`src/rtl/inv_factorial_if.sv`:
```
// Start/done handshake bundle for the inverse-factorial unit.
// The host drives start/val; the unit answers with busy/done and results.
interface inv_factorial_if #(
    parameter int W  = 16,
    parameter int NW = 4
);
    logic          start;
    logic [W-1:0]  val;
    logic          busy;
    logic          done;
    logic [NW-1:0] n;
    logic          exact;
    logic          err;

    modport master (
        output start, val,
        input  busy, done, n, exact, err
    );

    modport slave (
        input  start, val,
        output busy, done, n, exact, err
    );
endinterface

```
`src/rtl/inv_factorial.sv`:
```
// Iterative inverse factorial: largest n with n! <= val, plus exact flag.
// One multiply-and-compare per cycle under a 4-state FSM.
module inv_factorial #(
    parameter int W  = 16,
    parameter int NW = 4
) (
    input logic           clk,
    input logic           reset,
    inv_factorial_if.slave bus
);

    typedef enum logic [1:0] {
        IDLE = 2'd0,
        LOAD = 2'd1,
        CALC = 2'd2,
        DONE = 2'd3
    } state_t;

    localparam logic [NW-1:0] KMAX = '1;

    state_t          state;
    logic [W-1:0]    val_q;
    logic [2*W-1:0]  prod;
    logic [NW-1:0]   k;
    logic [NW-1:0]   n_q;
    logic            exact_q;
    logic            err_q;

    logic [2*W-1:0]  kp1;
    logic [2*W-1:0]  nxt;
    logic [2*W-1:0]  val_w;

    // Next candidate factorial (k+1)! at full width, plus widened operand.
    always_comb begin
        kp1   = {{(2*W-NW){1'b0}}, k} + {{(2*W-1){1'b0}}, 1'b1};
        nxt   = prod * kp1;
        val_w = {{W{1'b0}}, val_q};
    end

    // Control FSM and datapath registers.
    always_ff @(posedge clk or posedge reset) begin
        if (reset) begin
            state   <= IDLE;
            val_q   <= '0;
            prod    <= {{(2*W-1){1'b0}}, 1'b1};
            k       <= {{(NW-1){1'b0}}, 1'b1};
            n_q     <= '0;
            exact_q <= 1'b0;
            err_q   <= 1'b0;
        end else begin
            unique case (state)
                IDLE: begin
                    if (bus.start) state <= LOAD;
                end
                LOAD: begin
                    val_q <= bus.val;
                    prod  <= {{(2*W-1){1'b0}}, 1'b1};
                    k     <= {{(NW-1){1'b0}}, 1'b1};
                    if (bus.val == '0) begin
                        err_q   <= 1'b1;
                        n_q     <= '0;
                        exact_q <= 1'b0;
                        state   <= DONE;
                    end else begin
                        err_q <= 1'b0;
                        state <= CALC;
                    end
                end
                CALC: begin
                    if (nxt <= val_w && k != KMAX) begin
                        prod <= nxt;
                        k    <= k + {{(NW-1){1'b0}}, 1'b1};
                    end else begin
                        n_q     <= k;
                        exact_q <= (prod == val_w);
                        state   <= DONE;
                    end
                end
                DONE: begin
                    if (!bus.start) state <= IDLE;
                end
                default: state <= IDLE;
            endcase
        end
    end

    // Outputs decoded from state; results gated to zero outside DONE.
    always_comb begin
        bus.busy  = (state == LOAD) || (state == CALC);
        bus.done  = (state == DONE);
        bus.n     = '0;
        bus.exact = 1'b0;
        bus.err   = 1'b0;
        if (state == DONE) begin
            bus.n     = n_q;
            bus.exact = exact_q;
            bus.err   = err_q;
        end
    end

endmodule

```
`src/flat_wrapper.sv`:
```
// flat-port wrapper written by rule: the top's interface ports become plain ports
module inv_factorial_flat 
#(
    parameter int W  = 16,
    parameter int NW = 4
)
  (clk, reset, bus_start, bus_val, bus_busy, bus_done, bus_n, bus_exact, bus_err);
  inv_factorial_if #(.W(W), .NW(NW)) bus_i ();
  input logic clk;
  input logic reset;
  input wire logic [$bits(bus_i.start)-1:0] bus_start;
  input wire logic [$bits(bus_i.val)-1:0] bus_val;
  output wire logic [$bits(bus_i.busy)-1:0] bus_busy;
  output wire logic [$bits(bus_i.done)-1:0] bus_done;
  output wire logic [$bits(bus_i.n)-1:0] bus_n;
  output wire logic [$bits(bus_i.exact)-1:0] bus_exact;
  output wire logic [$bits(bus_i.err)-1:0] bus_err;
  assign bus_i.start = bus_start;
  assign bus_i.val = bus_val;
  assign bus_busy = bus_i.busy;
  assign bus_done = bus_i.done;
  assign bus_n = bus_i.n;
  assign bus_exact = bus_i.exact;
  assign bus_err = bus_i.err;
  inv_factorial #(.W(W), .NW(NW)) u_core (.clk(clk), .reset(reset), .bus(bus_i));
endmodule
```
`config.mk`:
```
export PLATFORM = sky130hd
export DESIGN_NAME = inv_factorial_flat
export DESIGN_NICKNAME = d
export VERILOG_FILES = /design/src/rtl/inv_factorial_if.sv /design/src/rtl/inv_factorial.sv /design/src/flat_wrapper.sv
export SDC_FILE = /design/constraint.sdc
export NUM_CORES = 1
export LEC_CHECK = 0
export ABC_AREA = 1
export CAP_MARGIN = 20
export CORE_ASPECT_RATIO = 2
export CORE_UTILIZATION = 35
export DETAILED_ROUTE_END_ITERATION = 16
export SYNTH_ARGS = -nofsm -noshare
export SYNTH_HDL_FRONTEND = slang
export SYNTH_SLANG_ARGS = --single-unit
```
`constraint.sdc`:
```
create_clock -name clk -period 5.75 [get_ports clk]
set_input_delay 1.15 -clock clk [delete_from_list [all_inputs] [get_ports clk]]
set_output_delay 1.15 -clock clk [all_outputs]
set_load 0.02 [all_outputs]
```
==> results of run 1 <==
-- how the worst min path moves through the flow --
stage,startpoint,to
finish,u_core.n_q[2],u_core.n_q[2]
global route,u_core.exact_q,u_core.exact_q
CTS,u_core.exact_q,u_core.exact_q
detailed placement,u_core.exact_q,u_core.exact_q
global placement,u_core.exact_q,u_core.exact_q
floorplan,u_core.n_q[1],u_core.n_q[1]
-- per-stage QoR --
stage / setup TNS [ns] / area [um^2] / util, % / power [mW]
floorplan: 0 / 8240 / - / 1.95
global placement: -28.49 / 9580 / 42.0 / 2.83
detailed placement: -31.88 / 9580 / 42.0 / 2.88
CTS: -12.66 / 10900 / 47.5 / 4.02
global route: -28.54 / 11200 / 49.2 / 4.61
finish: -20.85 / 11200 / 49.2 / 4.33
-- synth_stat cells (9+ instances only) --
library cell                 n  area (um^2)
sky130_fd_sc_hd__nand2_1   303         1140
sky130_fd_sc_hd__inv_1     285         1070
sky130_fd_sc_hd__nor2_1    142          533
sky130_fd_sc_hd__fa_1       83         1660
sky130_fd_sc_hd__dfrtp_1    58         1450
sky130_fd_sc_hd__nand3_1    56          280
sky130_fd_sc_hd__ha_1       55          688
sky130_fd_sc_hd__nand4_1    33          206
sky130_fd_sc_hd__a21oi_1    31          155
sky130_fd_sc_hd__o21ai_0    28          140
sky130_fd_sc_hd__xor2_1     18          158
sky130_fd_sc_hd__clkbuf_1   16         60.1
sky130_fd_sc_hd__xnor2_1     9         78.8
-- critical path: cells and delay by family (launching register included) --
kind	cells	cell delay, ns
DFF	1	0.58
and+or+nand+nor	18	2.12
buffers and inverters	9	1.09
adders and majority gates	6	2.14
xor gates and xnor gates	1	0.22
-- flip-flops by register name, summed over array words and instances (netlist names) --
register        count
u_core.n_q          4
u_core.prod        32
u_core.val_q       16
u_core.state        2
u_core.k            4
u_core.err_q        1
u_core.exact_q      1
-- metal layers --
| layer | vias up | routed length (um) |
|---|---|---|
| met2 | 262 | 15700 |
| met3 | 153 | 855 |
| met1 | 3958 | 9170 |
| met4 | 0 | 2990 |
| li1 | 3929 | - |
| met5 | - | 0 |
-- power by group through the flow --
stage	clock, mW	combinational [mW]	sequential [mW]
after floorplan	0	1.30	0.649
after global placement	0	2.17	0.667
after detailed placement	0	2.21	0.668
after CTS	0.540	2.81	0.667
after global routing	0.552	3.37	0.689
final	0.531	3.12	0.677
-- final cells by class --
| type | count | area (um^2) |
|---|---|---|
| fill | 2228 | 11600 |
| multi-input combinational | 819 | 6330 |
| timing repair buffer | 178 | 1670 |
| sequential | 60 | 1500 |
| inverter | 288 | 1100 |
| tap | 280 | 350 |
| clock buffer | 10 | 229 |
| clock inverter | 6 | 55.1 |
-- cells by family (layout without fill, tap and decap cells) --
kind of cell	after synthesis	after routing	share of synthesized area (%)
simple gates	567	568	29.2
buf+inv	314	482	14.7
fa+ha+maj	138	138	28.6
compound gates	85	85	6.07
flops	60	60	18.3
xor+xnor	28	28	3.08
-- timing repair --
item	CTS	global route
pin swaps	40	32
cloned	5	3
gates resized for setup	146	67
buffers inserted	29	12
setup endpoints to repair	43	43
-- layout by cell type (no fill, tap or decap), drive strengths merged, types with 7 or more instances in the layout --
cell and n:
xnor2 10, clkbuf 13, nand4 34, nand3 56, buf 149, xor2 18
inv 287, nor4 7, nand2 309, nor2 145, clkdlybuf4s50 26, dfrtp 58
o21ai 29, a21oi 33, fa 83, ha 55
==> run summary, run 1 <==
================================================================================
First-pass GRT wire length                                               44.8 mm
Clock transition at the registers of the reported paths                  0.05 ns
Leakage power                                                            6.05 nW
Non-filler instance count after layout                                      1641
Count of buffers inserted at the top-level ports                              26
Standard-cell rows                                                            78
Detailed Route WL                                                        28.7 mm
Yosys reg bits                                                                60
Share of post-route cells with drive strength above 1                      24.0%
Prevailing post-synth register cell                                 sky130_fd_sc_hd__dfrtp_1
Net switching component of the power                                     2.07 mW
Max-cap viol count                                                             0
Pin count of the biggest net entering global routing                          61
Max frequency                                                            159 MHz
Placed wire-length estimate                                              21.9 mm
Clock sink count                                                              60
HP Class                                                              reg -> reg
Peak supply drop                                                        0.485 mV
Fraction of the yosys area taken by sequential cells                       18.3%
Cell Count Post-Placement                                                   1581
Outcome                                                             finished with violations
Antenna diodes                                                                 0
R2R depth                                                                     34
Yosys cell types                                                              42
Synthesized net count                                                       1349
Worst r2r dst                                                       u_core.prod[20]
Delay contributed by the slowest stage of the critical path              0.58 ns
Slowest-stage cell, CP                                              sky130_fd_sc_hd__dfstp_2
CTS H-tree depth                                                               3
Post-CTS Hold Fix Bufs                                                         0
Met2 Resource Use GR                                                       46.8%
Met3 GRT Util                                                              2.27%
Combined area of all synthesized cells                                 8210 um^2
Number of remaining DRC errors                                                 0
Reg2Reg Setup Slack                                                     -0.53 ns
Worst Hold Path Cells                                                          2
Setup repair after global routing missed its margin                         true
Minimum hold slack                                                      0.482 ns
Final number of hold-violating endpoints                                       0
Critical-path maximum fanout                                                   8
Clock skew                                                            0.00719 ns
Clk pwr share                                                              12.3%
Crit start category                                                    flip-flop
TritonCTS clock tree                                                         yes
First-pass detailed-route iteration total                                      5
Power per standard cell area                                         386 nW/um^2
Crit end category                                                      flip-flop
Grt peak-use layer                                                          met2
Final critical-path setup slack                                        -0.527 ns
Placeable core region                                                 22800 um^2
Max-slew headroom                                                          36.0%
Combinational share of power                                               72.1%
Average instance area after synthesis                                  6.88 um^2
Die Y-Extent                                                              219 um
Skew-Pair Late Insertion Delay                                           0.34 ns
Most common cell type on the critical path                          sky130_fd_sc_hd__nor2_4
Data required time at the worst endpoint                                 5.98 ns
Post-route antenna net violation count                                         0
Overall routing resource usage                                             25.1%
RePlAce Congestion                                                         0.925
Power share of the sequential group                                        15.6%
Net count of the finished layout                                            1513
Average wire per cell in the routed design                               17.5 um
Crit path capture                                                   u_core.prod[20]
R2R Path Start                                                       u_core.k[0]
Effective utilization at floorplan                                         35.9%
Critical path launch point                                           u_core.k[0]
Final setup violation count                                                   43
Number of buffers created by CTS                                               9
Average vias per placed instance                                            5.06
Vias in the first global route                                              8831
Number of DRC markers in iteration 0                                         349
Arrival time at the worst endpoint                                       6.51 ns
Pins Over Slew Limit                                                           0
Async set-reset flop share out of synthesis                                 100%
Number of antenna violations at the first check in global routing              0
Actual transition at the worst max-transition pin                       0.959 ns
CTS Root Cell                                                       sky130_fd_sc_hd__clkbuf_16
Internal Power                                                           2.26 mW
Sum of overflow across all layers after global routing                         0
Vias after detailed routing                                                 8302
Pre-CTS setup slack                                                    -0.762 ns
Type of the worst setup path                                          reg -> reg
Die Area                                                              24100 um^2
CTS max path bufs                                                              2
Time the worst path needs with I/O delays and setup                      6.28 ns
Fin crit share                                                              109%
Number of enable-type register cells in the synthesized netlist                0
Fraction of met1 tracks used by global routing                             23.0%
Ports                                                                         27
Failing checks                                                      negative setup slack
Count of warnings emitted by yosys                                             0
Sw Share                                                                   47.8%
Mapped Cells                                                                1192
Synthesis-to-layout area growth                                            36.9%
Horiz. Die Dim                                                            110 um
================================================================================
(Power assumes the default switching activity.)
==> run 2: changes to the inputs <==
Settings changed: CORE_ASPECT_RATIO 2 to not set.
==> run 2 against run 1 <==
Net effect: the flow still finishes with violations (negative setup slack); wire length is 14% lower; power is 8.9% lower; flip-flop and latch count stayed put; clock skew is 0.0036 ns higher; die area is 0.15% lower; setup slack better by 0.27 ns; maximum frequency is 4.5% higher; combinational power is 13% lower; cell count is 1.5% higher; critical endpoint is now u_core.prod[13].
==> run summary, run 2 (synthesized netlist as in run 1, its figures left out) <==
========================================================================================
Outcome                                                                     finished with violations
Failing checks                                                              negative setup slack
Final critical-path setup slack                                                -0.259 ns
Actual transition at the worst max-transition pin                               0.928 ns
Crit start category                                                            flip-flop
Number of buffers created by CTS                                                       9
Delay contributed by the slowest stage of the critical path                      0.56 ns
Final setup violation count                                                           43
TritonCTS clock tree                                                                 yes
Crit end category                                                              flip-flop
Ports                                                                                 27
CTS H-tree depth                                                                       3
First-pass GRT wire length                                                       40.0 mm
Crit path buf inv count                                                               10
Worst r2r dst                                                               u_core.prod[13]
Setup repair after global routing missed its margin                                 true
Cell Count Post-Placement                                                           1607
Pins Over Slew Limit                                                                   0
Standard-cell rows                                                                    55
Type of the worst setup path                                                  reg -> reg
Fillers                                                                             2310
Clock sink count                                                                      60
RePlAce Congestion                                                                 0.926
Data required time at the worst endpoint                                         6.01 ns
Count of buffers inserted at the top-level ports                                      26
Horiz. Die Dim                                                                    155 um
CTS max path bufs                                                                      2
Pin count of the biggest net entering global routing                                  61
Antenna diodes                                                                         0
Time the worst path needs with I/O delays and setup                              6.01 ns
Max frequency                                                                    166 MHz
Vias in the first global route                                                      7879
Number of DRC markers in iteration 0                                                 510
Start point of the worst hold path                                          u_core.n_q[1]
Non-filler instance count after layout                                              1665
Register name with the most flops                                            u_core.prod
Peak supply drop                                                                0.334 mV
Critical-path maximum fanout                                                           7
Vias after detailed routing                                                         7936
Net count of the finished layout                                                    1504
Max-cap viol count                                                                     0
Category of cells accounting for the largest share of critical-path delay    adder cells
Average wire per cell in the routed design                                       14.9 um
Placed wire-length estimate                                                      19.5 mm
Synthesis-to-layout area growth                                                    33.8%
Minimum hold slack                                                              0.487 ns
HP Class                                                                      reg -> reg
Max FFs per register                                                                  32
R2R Path Start                                                               u_core.k[0]
Worst Hold Path Cells                                                                  2
Clock skew                                                                     0.0108 ns
Number of remaining DRC errors                                                         0
Die Y-Extent                                                                      155 um
Placeable core region                                                         22800 um^2
Slowest-stage cell, CP                                                      sky130_fd_sc_hd__dfstp_2
Overall routing resource usage                                                     21.4%
Number of antenna violations at the first check in global routing                      1
Final number of hold-violating endpoints                                               0
Hold EP                                                                     u_core.n_q[1]
Sum of overflow across all layers after global routing                                 0
Average vias per placed instance                                                    4.77
Most common cell after layout, fill and taps aside                          sky130_fd_sc_hd__nand2_1
Share of post-route cells with drive strength above 1                              22.5%
Most frequent cells in the layout                                           sky130_fd_sc_hd__nand2_1 (279), sky130_fd_sc_hd__inv_1 (268), sky130_fd_sc_hd__buf_4 (126)
Max-slew headroom                                                                  38.1%
Effective utilization at floorplan                                                 35.9%
CTS Root Cell                                                               sky130_fd_sc_hd__clkbuf_16
R2R depth                                                                             35
Reg2Reg Setup Slack                                                             -0.26 ns
Total stage count of the critical path                                                35
Arrival time at the worst endpoint                                               6.27 ns
Die Area                                                                      24100 um^2
Leakage power                                                                    5.92 nW
First-pass detailed-route iteration total                                              5
Post-route antenna net violation count                                                 0
Clock transition at the registers of the reported paths                          0.06 ns
Post-CTS Hold Fix Bufs                                                                 0
Skew-Pair Late Insertion Delay                                                   0.33 ns
Fin crit share                                                                      104%
Top Registers                                                               u_core.prod (32), u_core.val_q (16)
Power per standard cell area                                                 359 nW/um^2
Detailed Route WL                                                                24.7 mm
========================================================================================
run 2: changes by cell type in the layout (fill, tap and decap cells not counted), sizes merged:
cell / change
clkbuf: -3
clkinvlp: +1
nand2: -1
inv: +1
clkinv: -3
bufinv: +1
buf: -5
run 2: layer usage:
metal	GRT usage, %	wire length [um]
met1	28.2	11100
met2	35.7	11600
met3	2.70	1250
met4	8.58	803
met5	0	11
run 2: through the flow:
step                power, mW  TNS, ns  area [um^2]  setup slack (ns)  util, %
floorplan                1.95        0         8240            0.0178        -
global placement         2.76   -11.45         9570            -0.292     41.9
detailed placement       2.79   -16.91         9570            -0.426     41.9
CTS                      3.88    -4.95        10800            -0.159     47.4
global route             4.23   -20.73        11000            -0.583     48.1
finish                   3.95    -7.92        11000            -0.259     48.1
run 2: where the power goes:
part           switching [mW]  internal, mW  total [mW]
clock network           0.199         0.380       0.578
registers               0.106         0.557       0.663
logic                    1.55          1.15        2.70
run 2: timing repair:
item,4_1_cts,5_1_grt
gates resized for setup,131,42
gates cloned,3,0
buffers inserted,36,6
setup endpoints to repair,43,43
pin swaps,43,63
run 2: worst max path at each step:
stage	from	endpoint
floorplan	u_core.k[1]	u_core.k[1]
detailed placement	u_core.k[0]	u_core.n_q[3]
global route	u_core.k[0]	u_core.prod[13]
global placement	u_core.k[0]	u_core.n_q[3]
finish	u_core.k[0]	u_core.prod[13]
CTS	u_core.k[0]	u_core.prod[14]
run 2: cell type report:
cell class                      count  area (um^2)  area share, %
Clock buffer                       10          229           2.09
Clock inverter                      6         90.1          0.821
Inverter                          288         1090           9.92
Multi-Input combinational cell    818         6180           56.3
Sequential cell                    60         1500           13.7
Tap cell                          313          392           3.57
Timing Repair Buffer              170         1500           13.6
run 2: worst register-to-register path: cells and delay by family, from the launching register on:
family	cells	cell delay [ns]
compound gates	4	0.46
buf+inv	10	1.12
flops	1	0.56
xor+xnor	1	0.27
fa+ha+maj	5	1.97
simple gates	15	1.53
